`config.mk`:
```
export PLATFORM = sky130hd
export DESIGN_NAME = imsic_msi_decoder
export DESIGN_NICKNAME = d
export VERILOG_FILES = /design/src/rtl/imsic_pkg.sv /design/src/rtl/imsic_msi_fifo.sv /design/src/rtl/imsic_msi_decoder.sv
export SDC_FILE = /design/constraint.sdc
export NUM_CORES = 1
export LEC_CHECK = 0
export CELL_PAD_IN_SITES_DETAIL_PLACEMENT = 2
export CELL_PAD_IN_SITES_GLOBAL_PLACEMENT = 2
export CORE_ASPECT_RATIO = 0.6
export CORE_MARGIN = 1.5
export CORE_UTILIZATION = 30
export DETAILED_ROUTE_END_ITERATION = 16
export GPL_TIMING_DRIVEN = 0
export PLACE_DENSITY = 0.87
export SYNTH_ARGS = -nofsm -noshare
export SYNTH_HDL_FRONTEND = slang
export SYNTH_SLANG_ARGS = --single-unit
export TNS_END_PERCENT = 20
```
`constraint.sdc`:
```
create_clock -name i_clk -period 4.39 [get_ports i_clk]
set_input_delay 0.878 -clock i_clk [delete_from_list [all_inputs] [get_ports i_clk]]
set_output_delay 0.878 -clock i_clk [all_outputs]
set_load 0.01 [all_outputs]
```
`src/rtl/imsic_pkg.sv`:
```
// Shared constants, types and helpers for the bus-MSI front end of the IMSIC.
// Field widths of imsic_msi_t match the default two-hart, 64-identity, single-VS configuration.
package imsic_pkg;

    localparam int IMSIC_PAGE_W = 12;

    localparam logic [IMSIC_PAGE_W-1:0] SETEIPNUM_LE_OFF = 12'h000;
    localparam logic [IMSIC_PAGE_W-1:0] SETEIPNUM_BE_OFF = 12'h004;

    localparam int IMSIC_SETIPNUM_W = 6;
    localparam int IMSIC_NR_HARTS   = 2;
    localparam int IMSIC_FILE_SEL_W = 2;

    typedef struct packed {
        logic [IMSIC_SETIPNUM_W-1:0] setipnum;
        logic [IMSIC_NR_HARTS-1:0]   imsic_en;
        logic [IMSIC_FILE_SEL_W-1:0] select_file;
    } imsic_msi_t;

    function automatic logic [31:0] bswap32(input logic [31:0] d);
        return {d[7:0], d[15:8], d[23:16], d[31:24]};
    endfunction

endpackage

```
`src/rtl/imsic_msi_fifo.sv`:
```
// Synchronous FIFO for decoded MSIs; the head entry is driven straight from storage flops,
// so an entry pushed in one cycle is visible at the head in the next.
module imsic_msi_fifo #(
    parameter int WIDTH = 10,
    parameter int DEPTH = 4
) (
    input  logic             i_clk,
    input  logic             ni_rst,
    input  logic             i_push,
    input  logic [WIDTH-1:0] i_data,
    input  logic             i_pop,
    output logic             o_full,
    output logic             o_empty,
    output logic [WIDTH-1:0] o_head
);

    localparam int PTR_W = (DEPTH > 1) ? $clog2(DEPTH) : 1;
    localparam int CNT_W = PTR_W + 1;

    logic [WIDTH-1:0] mem_q [DEPTH];
    logic [PTR_W-1:0] wptr_q, wptr_d;
    logic [PTR_W-1:0] rptr_q, rptr_d;
    logic [CNT_W-1:0] cnt_q, cnt_d;
    logic             do_push, do_pop;

    assign o_full  = (cnt_q == CNT_W'(DEPTH));
    assign o_empty = (cnt_q == '0);
    assign do_push = i_push & ~o_full;
    assign do_pop  = i_pop & ~o_empty;

    always_comb begin
        wptr_d = wptr_q;
        rptr_d = rptr_q;
        cnt_d  = cnt_q;
        // Pointer width equals log2(DEPTH), so the increment wraps modulo DEPTH by itself.
        if (do_push) wptr_d = wptr_q + PTR_W'(1);
        if (do_pop)  rptr_d = rptr_q + PTR_W'(1);
        case ({do_push, do_pop})
            2'b10:   cnt_d = cnt_q + CNT_W'(1);
            2'b01:   cnt_d = cnt_q - CNT_W'(1);
            default: cnt_d = cnt_q;
        endcase
    end

    always_ff @(posedge i_clk) begin
        if (!ni_rst) begin
            wptr_q <= '0;
            rptr_q <= '0;
            cnt_q  <= '0;
        end else begin
            wptr_q <= wptr_d;
            rptr_q <= rptr_d;
            cnt_q  <= cnt_d;
        end
    end

    always_ff @(posedge i_clk) begin
        if (do_push) mem_q[wptr_q] <= i_data;
    end

    // Empty reads as zero so stale storage never reaches the IMSIC fields.
    assign o_head = o_empty ? '0 : mem_q[rptr_q];

endmodule

```
`src/rtl/imsic_msi_decoder.sv`:
```
// Decodes single-beat MSI writes into IMSIC setipnum/imsic_en/select_file triples,
// discarding malformed writes and counting them in a saturating drop counter.
module imsic_msi_decoder
    import imsic_pkg::*;
#(
    parameter int          NrHarts        = 2,
    parameter int          NrSources      = 64,
    parameter int          NrSourcesW     = 6,
    parameter int          NrVSInptFiles  = 1,
    parameter int          NrInptFilesW   = 2,
    parameter logic [31:0] InptFilesMAddr = 32'h24000000,
    parameter logic [31:0] InptFilesSAddr = 32'h28000000,
    parameter int          FifoDepth      = 4
) (
    input  logic                    i_clk,
    input  logic                    ni_rst,
    input  logic                    i_req_valid,
    output logic                    o_req_ready,
    input  logic [31:0]             i_req_addr,
    input  logic [31:0]             i_req_data,
    output logic                    o_msi_valid,
    input  logic                    i_msi_ready,
    output logic [NrSourcesW-1:0]   o_setipnum,
    output logic [NrHarts-1:0]      o_imsic_en,
    output logic [NrInptFilesW-1:0] o_select_file,
    output logic [15:0]             o_drop_cnt
);

    localparam int          FilesPerHart = NrVSInptFiles + 1;
    localparam logic [31:0] MWinSize     = 32'(NrHarts) << IMSIC_PAGE_W;
    localparam logic [31:0] SWinSize     = 32'(NrHarts * FilesPerHart) << IMSIC_PAGE_W;
    localparam int          EntryW       = NrSourcesW + NrHarts + NrInptFilesW;

    function automatic logic [15:0] sat_inc16(input logic [15:0] v);
        return (v == 16'hFFFF) ? v : v + 16'd1;
    endfunction

    logic [31:0]             off_m, off_s;
    logic [31:0]             page_m, page_s;
    logic                    in_m, in_s;
    logic [31:0]             hart_idx, file_idx;
    logic [31:0]             ident;
    logic [IMSIC_PAGE_W-1:0] page_off;
    logic                    off_le, off_be;
    logic                    msi_ok;
    logic [NrHarts-1:0]      en_dec;
    logic [EntryW-1:0]       entry, head;

    logic        rdy_q;
    logic [15:0] drop_cnt_q, drop_cnt_d;
    logic        fifo_full, fifo_empty;
    logic        accept, push, drop;

    always_comb begin
        off_m    = i_req_addr - InptFilesMAddr;
        off_s    = i_req_addr - InptFilesSAddr;
        in_m     = (i_req_addr >= InptFilesMAddr) && (off_m < MWinSize);
        in_s     = (i_req_addr >= InptFilesSAddr) && (off_s < SWinSize);
        page_m   = off_m >> IMSIC_PAGE_W;
        page_s   = off_s >> IMSIC_PAGE_W;
        page_off = i_req_addr[IMSIC_PAGE_W-1:0];
        off_le   = (page_off == SETEIPNUM_LE_OFF);
        off_be   = (page_off == SETEIPNUM_BE_OFF);

        hart_idx = '0;
        file_idx = '0;
        if (in_m) begin
            hart_idx = page_m;
        end else if (in_s) begin
            // Constant divisor: collapses to shift/mask when FilesPerHart is a power of two.
            hart_idx = page_s / 32'(FilesPerHart);
            file_idx = 32'd1 + (page_s % 32'(FilesPerHart));
        end

        ident  = off_be ? bswap32(i_req_data) : i_req_data;
        msi_ok = (in_m | in_s) & (off_le | off_be)
               & (ident != 32'd0) & (ident < 32'(NrSources));

        en_dec = '0;
        for (int h = 0; h < NrHarts; h++) begin
            en_dec[h] = (hart_idx == 32'(h));
        end

        entry = {ident[NrSourcesW-1:0], en_dec, file_idx[NrInptFilesW-1:0]};
    end

    assign o_req_ready = rdy_q & ~fifo_full;
    assign accept      = i_req_valid & o_req_ready;
    assign push        = accept & msi_ok;
    assign drop        = accept & ~msi_ok;
    assign drop_cnt_d  = drop ? sat_inc16(drop_cnt_q) : drop_cnt_q;

    // Ready is held low through reset and rises on the first clock after release.
    always_ff @(posedge i_clk) begin
        if (!ni_rst) begin
            rdy_q      <= 1'b0;
            drop_cnt_q <= '0;
        end else begin
            rdy_q      <= 1'b1;
            drop_cnt_q <= drop_cnt_d;
        end
    end

    imsic_msi_fifo #(
        .WIDTH (EntryW),
        .DEPTH (FifoDepth)
    ) u_fifo (
        .i_clk   (i_clk),
        .ni_rst  (ni_rst),
        .i_push  (push),
        .i_data  (entry),
        .i_pop   (i_msi_ready),
        .o_full  (fifo_full),
        .o_empty (fifo_empty),
        .o_head  (head)
    );

    assign o_msi_valid = ~fifo_empty;
    assign {o_setipnum, o_imsic_en, o_select_file} = head;
    assign o_drop_cnt  = drop_cnt_q;

endmodule

```
==> results of run 1 <==
placed cells by master (no fill, tap or decap), types with 9 or more instances in the layout:
| master | count |
|---|---|
| ha_1 | 12 |
| clkdlybuf4s50_1 | 94 |
| dfxtp_1 | 26 |
| edfxtp_1 | 40 |
| mux4_2 | 10 |
| nand3_1 | 10 |
| nor2_1 | 12 |
| and2_1 | 15 |
| nand2_1 | 21 |
| a21oi_1 | 13 |
| inv_1 | 9 |
| clkbuf_16 | 9 |
| nor4_1 | 11 |
layer usage:
metal | share of wire | vias to the layer above | wire length, µm | track usage
li1 | - | 1287 | - | -
met1 | 0.45 | 1428 | 5120 | 0.249
met2 | 0.50 | 57 | 5780 | 0.363
met3 | 0.038 | 10 | 431 | 0.0491
met4 | 0.010 | 0 | 117 | 0.0469
met5 | 0 | - | 0 | 0
state kept, by name, indices dropped and copies added, names as in the netlist, named ones only:
signal and cells:
u_fifo.mem_q 40, o_drop_cnt 16, u_fifo.cnt_q 3, u_fifo.rptr_q 2
u_fifo.wptr_q 2, rdy_q 1
cells by family after synthesis:
kind of cell    share of synthesized area
compound gates                     0.0782
xor+xnor                           0.0133
fa+ha+maj                          0.0516
buf+inv                            0.0262
flops                               0.522
mux                                 0.117
simple gates                        0.192
per-stage QoR:
step / instance area, µm² / power [µW] / hold WS (ns) / cells
global placement: 4420 / 774 / 0.470 / 514
floorplan: 3300 / 698 / 0.458 / 280
finish: 4750 / 1490 / 0.511 / 531
CTS: 4720 / 1500 / 0.508 / 530
detailed placement: 4420 / 781 / 0.500 / 514
global route: 4750 / 1530 / 0.555 / 531
area by class of cell:
cell class | instances | area, µm²
repair buffers | 96 | 957
fillers | 1081 | 5880
plain buffers | 10 | 48.8
clock buffers | 11 | 243
clock inverters | 5 | 55.1
well taps | 139 | 174
multi-input cells | 194 | 1510
flip-flops and latches | 66 | 1720
inverters | 10 | 37.5
tightest hold or removal path, delay by kind of cell, from the launching register on:
family,cells,cell delay (ns)
flip-flops,1,0.34
AO/OA/AOI/OAI,2,0.12
power groups by stage:
stage               Sequential, µW  Clock [µW]  Combinational [µW]
finish                         658         720                 113
global route                   657         755                 121
CTS                            658         728                 112
detailed placement             671           0                 110
global placement               670           0                 104
floorplan                      670           0                27.0
worst min-delay path by stage:
stage               slack, ns            start  cells after the start         endpoint
finish                   0.51    o_drop_cnt[7]                      2    o_drop_cnt[7]
CTS                      0.51    o_drop_cnt[7]                      2    o_drop_cnt[7]
detailed placement       0.50    o_drop_cnt[7]                      2    o_drop_cnt[7]
global placement         0.47  u_fifo.cnt_q[2]                      2  u_fifo.cnt_q[2]
floorplan                0.46  u_fifo.cnt_q[2]                      2  u_fifo.cnt_q[2]
global route             0.56    o_drop_cnt[7]                      2    o_drop_cnt[7]
timing repair:
action	in CTS	in global routing
setup buffers	0	1
hold buffers	0	0
gates resized for setup	2	4
setup endpoints to repair	12	1
==> impl_results.md, run 1 <==
* Status: finished, final reports clean
* ANT nets after route at 0
* IO Pins at 96
* Combinational group share of total power at 0.076
* Clk slew on worst S/H paths at 0.05 ns
* Final GP Congestion at 0.754
* Final hold vios at 0
* Sw frac at 0.210
* Clock Sinks at 66
* Ys async rst share at 0
* Max stage delay on crit path at 0.55 ns
* Die height at 84.2 µm
* HPWL after DPL at 8670 µm
* Fin Setup TNS at 0 ns
* Synthesized Nets at 361
* Maxcap violations at 0
* Startpoint types: input pin
* Final min period at 4.18 ns
* Die Wd at 138 µm
* Int Power at 1180 µW
* Area contributors post-synth: edfxtp_1 36%, dfxtp_1 16%, mux4_2 6.8%
* Post-synth top area share at 0.364
* Synth cell types at 45
* Sw Pwr at 312 µW
* Starting density of the core at 0.310
* First-pass GRT wire length at 17800 µm
* Initial drt markers at 142
* FP Rows at 29
* Vias post-DR at 2782
* Mapped Area at 3300 µm²
* Top_reg_cell synth: edfxtp_1
* Worst flop-to-flop path endpoint: o_drop_cnt[5]
* Area Growth Syn to Fin at 44.0%
* RSZ-0062 raised after global routing: false
* Worst-case clock buffer depth at 2
* IO Port Bufs at 95
* Mapped Cells at 280
* Most common cell in the netlist: edfxtp_1
* Most frequent cells after synthesis: 40 x edfxtp_1, 26 x dfxtp_1, 22 x nand2_1
* Worst R2R Start: o_drop_cnt[0]
* Total gr overflow at 0
* Worst Setup SP: i_req_addr[28]
* Placement Setup Slack at -0.640 ns
* # DRC at 0
* Fmax at 239 MHz
* Detailed Routing Iterations Pass 1 at 4
* Worst VDD drop at 0.000218 V
* FF+latch count, synth at 66
* Final-stage net count at 468
* TritonCTS Buffers at 9
* Avg Cell Area, Syn at 11.8 µm²
* Clock power share at 0.483
* CP Class: input pin to flip-flop
* Share of layout cells above drive strength 1 at 0.107
* Reg2reg setup slack at 1.58 ns
* Total Wirelength at 11500 µm
* Sequential share of the synthesized area at 0.522
* Post-layout util at 0.447
* Crit path DAT at 4.43 ns
* Routed wire per std cell at 21.6 µm
* Max Slew Vio Count at 0
* Setup crit end: u_fifo.cnt_q[2]
* Power per Cell Area at 314 nW/µm²
* Crit-path max FO at 10
* Endpoint class of the critical path: flip-flop
* Relative slew slack at 0.390
* Largest net degree at the start of global routing at 13
* Min-Delay Path Class: flip-flop to flip-flop
* Crit path required time at 4.64 ns
* Die area at 11600 µm²
* Htree depth at 3
* Antenna violations before repair at 0
* Synth area leader: edfxtp_1
* # diodes at 0
* Critical-path top delay cell: clkdlybuf4s50_1
* Synth warnings at 0
* Post-route setup slack at 0.211 ns
* Final cycle utilization of the critical path at 0.952
* Pleak at 0.00161 µW
* Worst path bufs/invs at 5
* Worst r2r path cells at 9
* Crit path max-delay family: buffers and inverters
* Vias in the first global route at 3116
* Worst slew pin tran at 0.915 ns
* Number of synthesized flops with an enable pin at 40
* Final clock skew at 0.00419 ns
* Sequential power share at 0.441
* Total track usage at 0.202
* Vias/cell at 5.24
* Worst-Skew Late Latency at 0.33 ns
* Core area at 10600 µm²
* CTS tree: yes
* Root Buffer: clkbuf_16
* Crit. path cell count at 16
* Critical-path cell list: clkdlybuf4s50_1 > inv_1 > ha_1 > a21boi_2 > mux2i_2 > nor3_4 > o221a_4 > buf_6 > buf_4 > nand2_2 > ha_1 > inv_1 > fa_1 > xor2_1 > or3_1 > a21oi_1
* Final setup vio count at 0
No activity file was read; power rests on OpenSTA's default activity.
==> run 2: changes to the inputs <==
- CELL_PAD_IN_SITES_DETAIL_PLACEMENT: 2 -> not set
- CELL_PAD_IN_SITES_GLOBAL_PLACEMENT: 2 -> not set
- CORE_MARGIN: 1.5 -> not set
- CORE_UTILIZATION: 30 -> 48
- PLACE_DENSITY: 0.87 -> 0.82
==> run 2 against run 1 <==
  * First-iteration DRC count increased by 90%
  * Critical path type unchanged
  * Combinational power decreased by 4%
  * Cell count decreased by 10%
  * Via count increased by 0.97%
  * Largest power group unchanged
==> impl_results.md, run 2 (synthesized netlist as in run 1, its figures left out) <==
* Fmax at 237 MHz (-1.0%)
* Relative slew slack at 0.415 (+0.0250)
* Worst VDD drop at 0.000204 V (-6.3%)
* Placement Setup Slack at -0.136 ns (+0.504 ns)
* Htree depth at 3 (unchanged)
* Vias in the first global route at 2785 (-11%)
* Largest register FFs at 40 (unchanged)
* FP Rows at 22 (-24%)
* Share of layout cells above drive strength 1 at 0.107 (unchanged)
* Initial drt markers at 270 (+90%)
* Final-stage net count at 468 (unchanged)
* Final cycle utilization of the critical path at 0.962 (+0.0100)
* Clock Sinks at 66 (unchanged)
* HPWL after DPL at 6300 µm (-27%)
* Maxcap violations at 0 (unchanged)
* Crit-path max FO at 10 (unchanged)
* Vias/cell at 5.90 (+13%)
* Worst Hold Depth at 2 (unchanged)
* Max Slew Vio Count at 0 (unchanged)
* First-pass GRT wire length at 13900 µm (-22%)
* # fillers at 422 (-61%)
* Worst R2R Start: o_drop_cnt[0]
* Area Growth Syn to Fin at 43.2%
* Hold Path Origin: o_drop_cnt[6]
* Worst slew pin tran at 0.878 ns (-0.0375 ns)
* Clk slew on worst S/H paths at 0.06 ns (about the same)
* Final min period at 4.22 ns (+0.0439 ns)
* Core area at 6360 µm² (-40%)
* Pleak at 0.00163 µW (+0.95%)
* Power per Cell Area at 334 nW/µm² (+6.5%)
* Vias post-DR at 2809 (+0.97%)
* # DRC at 0 (unchanged)
* Endpoint class of the critical path: flip-flop
* Largest net degree at the start of global routing at 13 (unchanged)
* Total track usage at 0.268 (+0.0657)
* Detailed Routing Iterations Pass 1 at 5 (+1)
* Reg area at 1720 µm² (unchanged)
* Commonest cells after routing, fill and taps aside: 95 x clkdlybuf4s50_1, 40 x edfxtp_1, 26 x dfxtp_1
* Die height at 66.2 µm (-21%)
* ANT nets after route at 0 (unchanged)
* Startpoint types: input pin
* Worst-Skew Late Latency at 0.33 ns (about the same)
* CP Class: input pin to flip-flop
* Crit path required time at 4.65 ns (about the same)
* Worst Hold Path EP: o_drop_cnt[6]
* Footprint of the multi-input gates at 1500 µm² (-0.58%)
* Post-route setup slack at 0.167 ns (-0.0439 ns)
* Final setup vio count at 0 (unchanged)
* Starting density of the core at 0.518 (+0.208)
* Antenna violations before repair at 0 (unchanged)
* Worst flop-to-flop path endpoint: o_drop_cnt[5]
* WHS at 0.506 ns (-0.00441 ns)
* Commonest non-fill, non-tap cell in the layout: clkdlybuf4s50_1
* # diodes at 0 (unchanged)
* CTS tree: yes
* Final clock skew at 0.00450 ns (+0.000317 ns)
* Die area at 7210 µm² (-38%)
* Reg2reg setup slack at 1.71 ns (+0.13 ns)
* Worst-case clock buffer depth at 2 (unchanged)
* Root Buffer: clkbuf_16
* Worst r2r path cells at 9 (unchanged)
* Total gr overflow at 0 (unchanged)
* Total Wirelength at 8750 µm (-24%)
* Post-CTS Hold Buffers at 0 (unchanged)
* Status: finished, final reports clean
* Min-Delay Path Class: flip-flop to flip-flop
* IO Pins at 96 (unchanged)
* Biggest register: u_fifo.mem_q
* Crit path DAT at 4.48 ns (+0.05 ns)
* Routed wire per std cell at 18.4 µm (-15%)
* Die Wd at 109 µm (-21%)
* IO Port Bufs at 95 (unchanged)
* Final hold vios at 0 (unchanged)
* Final GP Congestion at 0.889 (+18%)
* TritonCTS Buffers at 9 (unchanged)
run 2: changes by cell type in the layout (fill, tap and decap cells not counted), sizes merged:
cell,previous run,this run
dlygate4sd2,1,0
clkinvlp,2,0
bufinv,1,2
clkdlybuf4s50,94,95
inv,9,10
run 2: final cells by class:
cell class	count	area share
sequential	66	0.365
multi-input combinational	194	0.318
timing repair buffer	96	0.203
clock buffer	11	0.0559
tap	84	0.0223
clock inverter	5	0.0175
buffer	10	0.0103
inverter	10	0.00795
run 2: power breakdown:
| group | internal [µW] | switching, µW | leakage (µW) | total [µW] |
|---|---|---|---|---|
| combinational | 69.5 | 38.3 | 0.000888 | 108 |
| clock | 549 | 265 | 0.000171 | 813 |
| sequential | 656 | 1.65 | 0.000569 | 657 |
| total | 1270 | 305 | 0.00163 | 1580 |
run 2: how the worst max path moves through the flow:
stage | from | to
after floorplan | i_req_addr[27] | u_fifo.cnt_q[2]
after detailed placement | i_req_addr[27] | u_fifo.cnt_q[2]
after global routing | i_req_addr[27] | u_fifo.cnt_q[2]
after global placement | i_req_addr[27] | u_fifo.cnt_q[2]
after CTS | i_req_addr[27] | u_fifo.cnt_q[2]
final | i_req_addr[27] | u_fifo.cnt_q[2]
run 2: metal layers:
| metal | track usage | wire length, µm |
|---|---|---|
| met3 | 0.0906 | 818 |
| met4 | 0.0929 | 211 |
| met1 | 0.356 | 3770 |
| met2 | 0.410 | 3940 |
| met5 | 0 | 0 |
run 2: timing repair:
action | 4_1_cts | 5_1_grt
endpoints found under the setup margin | 0 | 2
buffers inserted | 0 | 1
resized for setup | 0 | 3
run 2: worst max-delay path, stage by stage:
cell and delay, ns:
clkdlybuf4s50_1 0.57, inv_1 0.13, ha_1 0.23, a21boi_2 0.18, mux2i_2 0.30, nor3_2 0.12
o221a_4 0.30, buf_6 0.14, buf_4 0.17, nand2_1 0.18, ha_1 0.22, inv_1 0.06
fa_1 0.37, xor2_1 0.16, or3_1 0.32, a21oi_1 0.14
run 2: metrics by stage:
step                      cell area (µm²)  power, µW  cells  TNS (ns)   util
after detailed placement             4350        775    459    -0.136  0.685
after CTS                            4700       1580    475         0  0.739
final                                4720       1580    476         0  0.742
after global routing                 4720       1620    476   -0.0159  0.742
after global placement               4350        771    459   -0.0230  0.685
after floorplan                      3300        698    280         0      -
